===== src/rtl/cpu_control_fsm_if.sv =====
// Bus between the CPU control sequencer and its instruction memory / ALU environment.
// master = sequencer side, slave = memory/ALU side.
interface cpu_control_fsm_if #(
  parameter int PC_W = 8
) ();
  logic            start;
  logic [PC_W-1:0] mem_addr;
  logic            mem_req;
  logic            mem_ack;
  logic [15:0]     mem_data;
  logic [3:0]      alu_op;
  logic [3:0]      alu_a;
  logic [3:0]      alu_b;
  logic            alu_start;
  logic            alu_done;
  logic [7:0]      alu_result;
  logic [7:0]      result;
  logic            result_valid;
  logic [PC_W-1:0] pc;
  logic            busy;
  logic            halted;
  logic            fault;

  modport master (
    input  start, mem_ack, mem_data, alu_done, alu_result,
    output mem_addr, mem_req, alu_op, alu_a, alu_b, alu_start,
           result, result_valid, pc, busy, halted, fault
  );

  modport slave (
    output start, mem_ack, mem_data, alu_done, alu_result,
    input  mem_addr, mem_req, alu_op, alu_a, alu_b, alu_start,
           result, result_valid, pc, busy, halted, fault
  );
endinterface


===== src/rtl/cpu_control_fsm.sv =====
// Fetch/decode/execute sequencer for the 4-bit CPU; owns the PC, all outputs registered.
// Optional macro CPU_CTRL_TIMEOUT_EN adds a bounded wait on mem_ack/alu_done and a FAULT state.
module cpu_control_fsm #(
  parameter int PC_W    = 8,
  parameter int TIMEOUT = 15
) (
  input  logic              clk,
  input  logic              rst,
  cpu_control_fsm_if.master bus
);

  typedef enum logic [2:0] {
    S_IDLE   = 3'd0,
    S_FETCH  = 3'd1,
    S_DECODE = 3'd2,
    S_EXEC   = 3'd3,
    S_WAIT   = 3'd4,
    S_WB     = 3'd5,
    S_HALT   = 3'd6
`ifdef CPU_CTRL_TIMEOUT_EN
    , S_FAULT = 3'd7
`endif
  } state_t;

  state_t          r_state;
  logic [PC_W-1:0] r_pc;
  logic [11:0]     r_ir;
  logic [3:0]      r_alu_op;
  logic [3:0]      r_alu_a;
  logic [3:0]      r_alu_b;
  logic [7:0]      r_result;
  logic            r_mem_req;
  logic            r_alu_start;
  logic            r_result_valid;
  logic            r_busy;
  logic            r_halted;
  logic            r_fault;

  logic [PC_W-1:0] w_pc_inc;
  logic [PC_W-1:0] w_jmp_target;
  logic            w_unused;

  assign w_pc_inc     = r_pc + PC_W'(1'b1);
  // {A,B} is zero-extended or truncated to the PC width.
  assign w_jmp_target = PC_W'(r_ir[7:0]);
  assign w_unused     = ^{bus.mem_data[3:0], TIMEOUT[0]};

`ifdef CPU_CTRL_TIMEOUT_EN
  localparam int CNT_W = (TIMEOUT < 1) ? 1 : $clog2(TIMEOUT + 1);
  logic [CNT_W-1:0] r_wait_cnt;
  logic             w_at_limit;
  assign w_at_limit = (r_wait_cnt == CNT_W'(TIMEOUT));
`endif

  // Sequencer: state, PC, instruction/operand latches and registered control outputs.
  always_ff @(posedge clk) begin
    if (!rst) begin
      r_state        <= S_IDLE;
      r_pc           <= '0;
      r_ir           <= 12'h000;
      r_alu_op       <= 4'h0;
      r_alu_a        <= 4'h0;
      r_alu_b        <= 4'h0;
      r_result       <= 8'h00;
      r_mem_req      <= 1'b0;
      r_alu_start    <= 1'b0;
      r_result_valid <= 1'b0;
      r_busy         <= 1'b0;
      r_halted       <= 1'b0;
      r_fault        <= 1'b0;
`ifdef CPU_CTRL_TIMEOUT_EN
      r_wait_cnt     <= '0;
`endif
    end else begin
      case (r_state)
        S_IDLE, S_HALT: begin
          if (bus.start) begin
            r_pc      <= '0;
            r_state   <= S_FETCH;
            r_mem_req <= 1'b1;
            r_busy    <= 1'b1;
            r_halted  <= 1'b0;
`ifdef CPU_CTRL_TIMEOUT_EN
            r_wait_cnt <= '0;
`endif
          end
        end
        S_FETCH: begin
          if (bus.mem_ack) begin
            r_ir      <= bus.mem_data[15:4];
            r_state   <= S_DECODE;
            r_mem_req <= 1'b0;
          end
`ifdef CPU_CTRL_TIMEOUT_EN
          else if (w_at_limit) begin
            r_state   <= S_FAULT;
            r_mem_req <= 1'b0;
            r_busy    <= 1'b0;
            r_fault   <= 1'b1;
          end else begin
            r_wait_cnt <= r_wait_cnt + CNT_W'(1'b1);
          end
`endif
        end
        S_DECODE: begin
          case (r_ir[11:8])
            4'h0: begin
              r_pc      <= w_pc_inc;
              r_state   <= S_FETCH;
              r_mem_req <= 1'b1;
            end
            4'hE: begin
              r_pc      <= w_jmp_target;
              r_state   <= S_FETCH;
              r_mem_req <= 1'b1;
            end
            4'hF: begin
              r_state  <= S_HALT;
              r_busy   <= 1'b0;
              r_halted <= 1'b1;
            end
            default: begin
              r_alu_op    <= r_ir[11:8];
              r_alu_a     <= r_ir[7:4];
              r_alu_b     <= r_ir[3:0];
              r_state     <= S_EXEC;
              r_alu_start <= 1'b1;
            end
          endcase
`ifdef CPU_CTRL_TIMEOUT_EN
          r_wait_cnt <= '0;
`endif
        end
        S_EXEC, S_WAIT: begin
          r_alu_start <= 1'b0;
          if (bus.alu_done) begin
            r_result       <= bus.alu_result;
            r_pc           <= w_pc_inc;
            r_state        <= S_WB;
            r_result_valid <= 1'b1;
          end
`ifdef CPU_CTRL_TIMEOUT_EN
          else if (w_at_limit) begin
            r_state <= S_FAULT;
            r_busy  <= 1'b0;
            r_fault <= 1'b1;
          end
`endif
          else begin
            r_state <= S_WAIT;
`ifdef CPU_CTRL_TIMEOUT_EN
            r_wait_cnt <= r_wait_cnt + CNT_W'(1'b1);
`endif
          end
        end
        S_WB: begin
          r_result_valid <= 1'b0;
          r_state        <= S_FETCH;
          r_mem_req      <= 1'b1;
`ifdef CPU_CTRL_TIMEOUT_EN
          r_wait_cnt     <= '0;
`endif
        end
`ifdef CPU_CTRL_TIMEOUT_EN
        // Only reset leaves FAULT.
        S_FAULT: begin
          r_mem_req   <= 1'b0;
          r_alu_start <= 1'b0;
          r_fault     <= 1'b1;
        end
`endif
        default: begin
          r_state        <= S_IDLE;
          r_mem_req      <= 1'b0;
          r_alu_start    <= 1'b0;
          r_result_valid <= 1'b0;
          r_busy         <= 1'b0;
          r_halted       <= 1'b0;
          r_fault        <= 1'b0;
        end
      endcase
    end
  end

  assign bus.mem_addr     = r_pc;
  assign bus.pc           = r_pc;
  assign bus.mem_req      = r_mem_req;
  assign bus.alu_op       = r_alu_op;
  assign bus.alu_a        = r_alu_a;
  assign bus.alu_b        = r_alu_b;
  assign bus.alu_start    = r_alu_start;
  assign bus.result       = r_result;
  assign bus.result_valid = r_result_valid;
  assign bus.busy         = r_busy;
  assign bus.halted       = r_halted;
`ifdef CPU_CTRL_TIMEOUT_EN
  assign bus.fault        = r_fault;
`else
  assign bus.fault        = 1'b0 & r_fault;
`endif

endmodule

===== src/flat_wrapper.sv =====
// flat-port wrapper written by rule: the top's interface ports become plain ports
module cpu_control_fsm_flat 
#(
  parameter int PC_W    = 8,
  parameter int TIMEOUT = 15
)
  (clk, rst, bus_start, bus_mem_ack, bus_mem_data, bus_alu_done, bus_alu_result, bus_mem_addr, bus_mem_req, bus_alu_op, bus_alu_a, bus_alu_b, bus_alu_start, bus_result, bus_result_valid, bus_pc, bus_busy, bus_halted, bus_fault);
  cpu_control_fsm_if #(.PC_W(PC_W)) bus_i ();
  input  logic clk;
  input  logic rst;
  input wire logic [$bits(bus_i.start)-1:0] bus_start;
  input wire logic [$bits(bus_i.mem_ack)-1:0] bus_mem_ack;
  input wire logic [$bits(bus_i.mem_data)-1:0] bus_mem_data;
  input wire logic [$bits(bus_i.alu_done)-1:0] bus_alu_done;
  input wire logic [$bits(bus_i.alu_result)-1:0] bus_alu_result;
  output wire logic [$bits(bus_i.mem_addr)-1:0] bus_mem_addr;
  output wire logic [$bits(bus_i.mem_req)-1:0] bus_mem_req;
  output wire logic [$bits(bus_i.alu_op)-1:0] bus_alu_op;
  output wire logic [$bits(bus_i.alu_a)-1:0] bus_alu_a;
  output wire logic [$bits(bus_i.alu_b)-1:0] bus_alu_b;
  output wire logic [$bits(bus_i.alu_start)-1:0] bus_alu_start;
  output wire logic [$bits(bus_i.result)-1:0] bus_result;
  output wire logic [$bits(bus_i.result_valid)-1:0] bus_result_valid;
  output wire logic [$bits(bus_i.pc)-1:0] bus_pc;
  output wire logic [$bits(bus_i.busy)-1:0] bus_busy;
  output wire logic [$bits(bus_i.halted)-1:0] bus_halted;
  output wire logic [$bits(bus_i.fault)-1:0] bus_fault;
  assign bus_i.start = bus_start;
  assign bus_i.mem_ack = bus_mem_ack;
  assign bus_i.mem_data = bus_mem_data;
  assign bus_i.alu_done = bus_alu_done;
  assign bus_i.alu_result = bus_alu_result;
  assign bus_mem_addr = bus_i.mem_addr;
  assign bus_mem_req = bus_i.mem_req;
  assign bus_alu_op = bus_i.alu_op;
  assign bus_alu_a = bus_i.alu_a;
  assign bus_alu_b = bus_i.alu_b;
  assign bus_alu_start = bus_i.alu_start;
  assign bus_result = bus_i.result;
  assign bus_result_valid = bus_i.result_valid;
  assign bus_pc = bus_i.pc;
  assign bus_busy = bus_i.busy;
  assign bus_halted = bus_i.halted;
  assign bus_fault = bus_i.fault;
  cpu_control_fsm #(.PC_W(PC_W), .TIMEOUT(TIMEOUT)) u_core (.clk(clk), .rst(rst), .bus(bus_i));
endmodule

===== config.mk =====
export PLATFORM = sky130hd
export DESIGN_NAME = cpu_control_fsm_flat
export DESIGN_NICKNAME = d
export VERILOG_FILES = /design/src/rtl/cpu_control_fsm_if.sv /design/src/rtl/cpu_control_fsm.sv /design/src/flat_wrapper.sv
export SDC_FILE = /design/constraint.sdc
export NUM_CORES = 1
export LEC_CHECK = 0
export ABC_AREA = 1
export ABC_CLOCK_PERIOD_IN_PS = 2900
export CELL_PAD_IN_SITES_DETAIL_PLACEMENT = 1
export CELL_PAD_IN_SITES_GLOBAL_PLACEMENT = 2
export CORE_MARGIN = 5
export CORE_UTILIZATION = 26
export DETAILED_ROUTE_END_ITERATION = 12
export PLACE_DENSITY_LB_ADDON = 0.1
export SLEW_MARGIN = 40
export SYNTH_ARGS = -nofsm -noshare
export SYNTH_HDL_FRONTEND = slang
export SYNTH_SLANG_ARGS = --single-unit

===== constraint.sdc =====
create_clock -name clk -period 2.9 [get_ports clk]
set_clock_uncertainty 0.2 [all_clocks]
set_input_delay 0.58 -clock clk [delete_from_list [all_inputs] [get_ports clk]]
set_output_delay 0.58 -clock clk [all_outputs]
set_load 0.02 [all_outputs]

==> metrics <==
run status=completed; Critical path buffers and inverters=1; final-report setup violation count=0; maximum operating frequency=0.452 GHz; root cell of the clock tree=sky130_fd_sc_hd__clkbuf_8; layout-stage area growth over the synthesis result=34.6%; mapped cell area=2260 µm²; clock transition at the registers of the reported paths=90 ps; final worst path period share=0.763; average footprint of a synthesized cell=6.86 µm²; Worst Hold Slack=266 ps; most used standard cell by instance count after synthesis=sky130_fd_sc_hd__nor2_1; final non-filler cell area=3040 µm²; setup TNS=0 ps; number of remaining DRC errors=0; class of the most critical hold timing path=flop to flop; cell type contributing the most total cell area after synthesis=sky130_fd_sc_hd__dfxtp_1; overall overflow remaining after global route=0; TritonCTS clock tree=yes; delay of the slowest critical-path stage=670 ps; number of instances in the synthesized netlist=329; setup bufs post-CTS=0; Rows=34; slowest cell on the critical path=sky130_fd_sc_hd__clkdlybuf4s50_1; unrepaired setup endpoints after global routing=false; final weighted congestion in routability-driven placement=0.795; Worst Setup Path Type=flop to output pin; die height=103 µm; Final Routed Wirelength=6.71 mm; count of buffers from port buffering=65; proportion of layout cells with a drive suffix above 1=0.0674; cts repair resizes=0; footprint of the multi-input gates=1080 µm²; count of nets left with antenna violations after detail routing=0; Pleak=1.29 nW; violation count after the first detailed-route iteration=64; count of flip-flops with a built-in enable after synthesis=0; number of flip-flops and latches in the synthesized netlist=48; vias in the first global route=2203; maximum number of pins on one net before global-route repair=30; clock sinks=48; number of distinct library cells after synthesis=26; top area cells in the synthesized netlist=sky130_fd_sc_hd__dfxtp_1 (43%), sky130_fd_sc_hd__nor2_1 (12%), sky130_fd_sc_hd__nand2_1 (11%); fraction of the core area covered by cells at the end of the flow=0.354; maximum fanout count along the critical path=7; routed length per placed instance=13.6 µm; ranking of synthesized cells by instance count=sky130_fd_sc_hd__nor2_1 (75), sky130_fd_sc_hd__nand2_1 (65), sky130_fd_sc_hd__dfxtp_1 (48); total power divided by cell area=658 nW/µm²; total half-perimeter wirelength after legalization and detailed placement=4.99 mm; Worst R2R Setup Slack=910 ps; number of buffers on the longest clock path=2; Final Net Count=416; hold-fix buffers at CTS=0; cell area reported after detailed placement=2940 µm²; total of fill cells in the finished design=1070; number of vias per cell after detailed routing=4.44; top_reg_cell synth=sky130_fd_sc_hd__dfxtp_1; Top Family by Delay on Critical Path=buffers and inverters; warnings from Yosys=0; data required time at the worst endpoint=2120 ps; clock buffer count from CTS=5; area fraction of the dominant cell type after synthesis=0.425; Startpoint Class=flop; number of pins exceeding their max-slew limit in the final report=0; global-route wire length before repair=11.0 mm; total routing usage reported by global routing=0.132; Die Footprint=10700 µm²; antenna cells=0; post-synthesis sequential area ratio=0.425; core box area=8590 µm²; asr flop ratio synth=0; Via Count=2192; Syn Nets=359; antenna violations before repair=0; number of hold violations in the final report=0; peak supply drop=0.204 mV; CP Cell Sequence=clkdlybuf4s50_1; min cycle time layout=2210 ps; die span in x=103 µm; later-pin clock latency in the skew report=290 ps; Worst Path Arrival=1430 ps; count of pins on the block boundary=71; number of optimization iterations in the first detailed-route pass=4; kind of capture point of the worst setup path=output pin; number of maximum-capacitance violations=0; sequential cell area=961 µm²; level count of the clock H-tree=2; initial core utilization=0.263
==> worst paths after layout <==
| kind | startpoint | to | cells after the start |
|---|---|---|---|
| max | u_core.bus.mem_addr[0] | bus_pc[0] | 1 |
| min | u_core.bus.halted | u_core.bus.halted | 2 |
| max reg2reg | u_core.r_ir[9] | u_core.bus.mem_addr[4] | 9 |
| min reg2reg | u_core.bus.halted | u_core.bus.halted | 2 |
==> layer usage <==
metal	part of all wire	GRT usage	wire, µm
met5	0	0	0
met3	0.033	0.0268	221
met1	0.52	0.188	3480
met4	0.0057	0.0329	38
met2	0.44	0.203	2970
==> registers in the layout, summed over array words and instances, names as in the netlist <==
name / flops
u_core.r_ir: 12
u_core.bus.mem_req: 1
u_core.bus.result: 8
u_core.r_state: 3
u_core.bus.result_valid: 1
u_core.bus.mem_addr: 8
u_core.bus.busy: 1
u_core.bus.halted: 1
u_core.bus.alu_b: 4
u_core.bus.alu_op: 4
u_core.bus.alu_start: 1
u_core.bus.alu_a: 4
==> where the power goes <==
| group | switching [mW] | internal [mW] | total (mW) |
|---|---|---|---|
| clock | 0.220 | 0.213 | 0.433 |
| combinational | 0.428 | 0.290 | 0.718 |
| sequential | 0.0977 | 0.751 | 0.848 |
==> area by class of cell <==
class | count | share of cell area
sequential | 48 | 0.316
tap | 108 | 0.0445
inverter | 27 | 0.0350
multi-input combinational | 238 | 0.356
clock buffer | 7 | 0.0317
timing repair buffer | 66 | 0.217
==> kinds of logic (layout without fill, tap and decap cells) <==
family | Yosys count | in the layout | synth area share
fa+ha+maj | 1 | 1 | 0.00554
compound gates | 62 | 62 | 0.139
flops | 48 | 48 | 0.425
xor+xnor | 2 | 2 | 0.00776
buf+inv | 43 | 100 | 0.0953
simple gates | 172 | 172 | 0.325
other cells | 1 | 1 | 0.00166
==> cells in the final DEF, fill, tap and decap left out <==
cell type,instances
sky130_fd_sc_hd__nand2_2,7
sky130_fd_sc_hd__nor2_1,75
sky130_fd_sc_hd__xnor2_1,1
sky130_fd_sc_hd__inv_2,4
sky130_fd_sc_hd__clkinv_1,1
sky130_fd_sc_hd__o22ai_1,1
sky130_fd_sc_hd__nand4_1,2
sky130_fd_sc_hd__dfxtp_1,48
sky130_fd_sc_hd__nor2_4,3
sky130_fd_sc_hd__o21ai_0,40
sky130_fd_sc_hd__xor2_1,1
sky130_fd_sc_hd__clkbuf_8,7
sky130_fd_sc_hd__buf_4,1
sky130_fd_sc_hd__nand3b_1,1
sky130_fd_sc_hd__nand2_1,65
sky130_fd_sc_hd__nand3_1,17
sky130_fd_sc_hd__nor2_8,1
sky130_fd_sc_hd__a21oi_1,18
sky130_fd_sc_hd__nor2_2,1
sky130_fd_sc_hd__conb_1,1
sky130_fd_sc_hd__a211oi_1,1
sky130_fd_sc_hd__clkdlybuf4s50_1,65
sky130_fd_sc_hd__inv_1,20
sky130_fd_sc_hd__o21ai_1,2
sky130_fd_sc_hd__inv_4,2
sky130_fd_sc_hd__ha_1,1
==> per-stage QoR <==
stage               instances  worst slack (ps)  total power, mW
global route              494               601             2.15
global placement          487               500             1.59
CTS                       494               652             2.04
finish                    494               687             2.00
detailed placement        487               441             1.60
floorplan                 329              1270             1.32
Note: power is estimated with default switching activity, not from simulation.
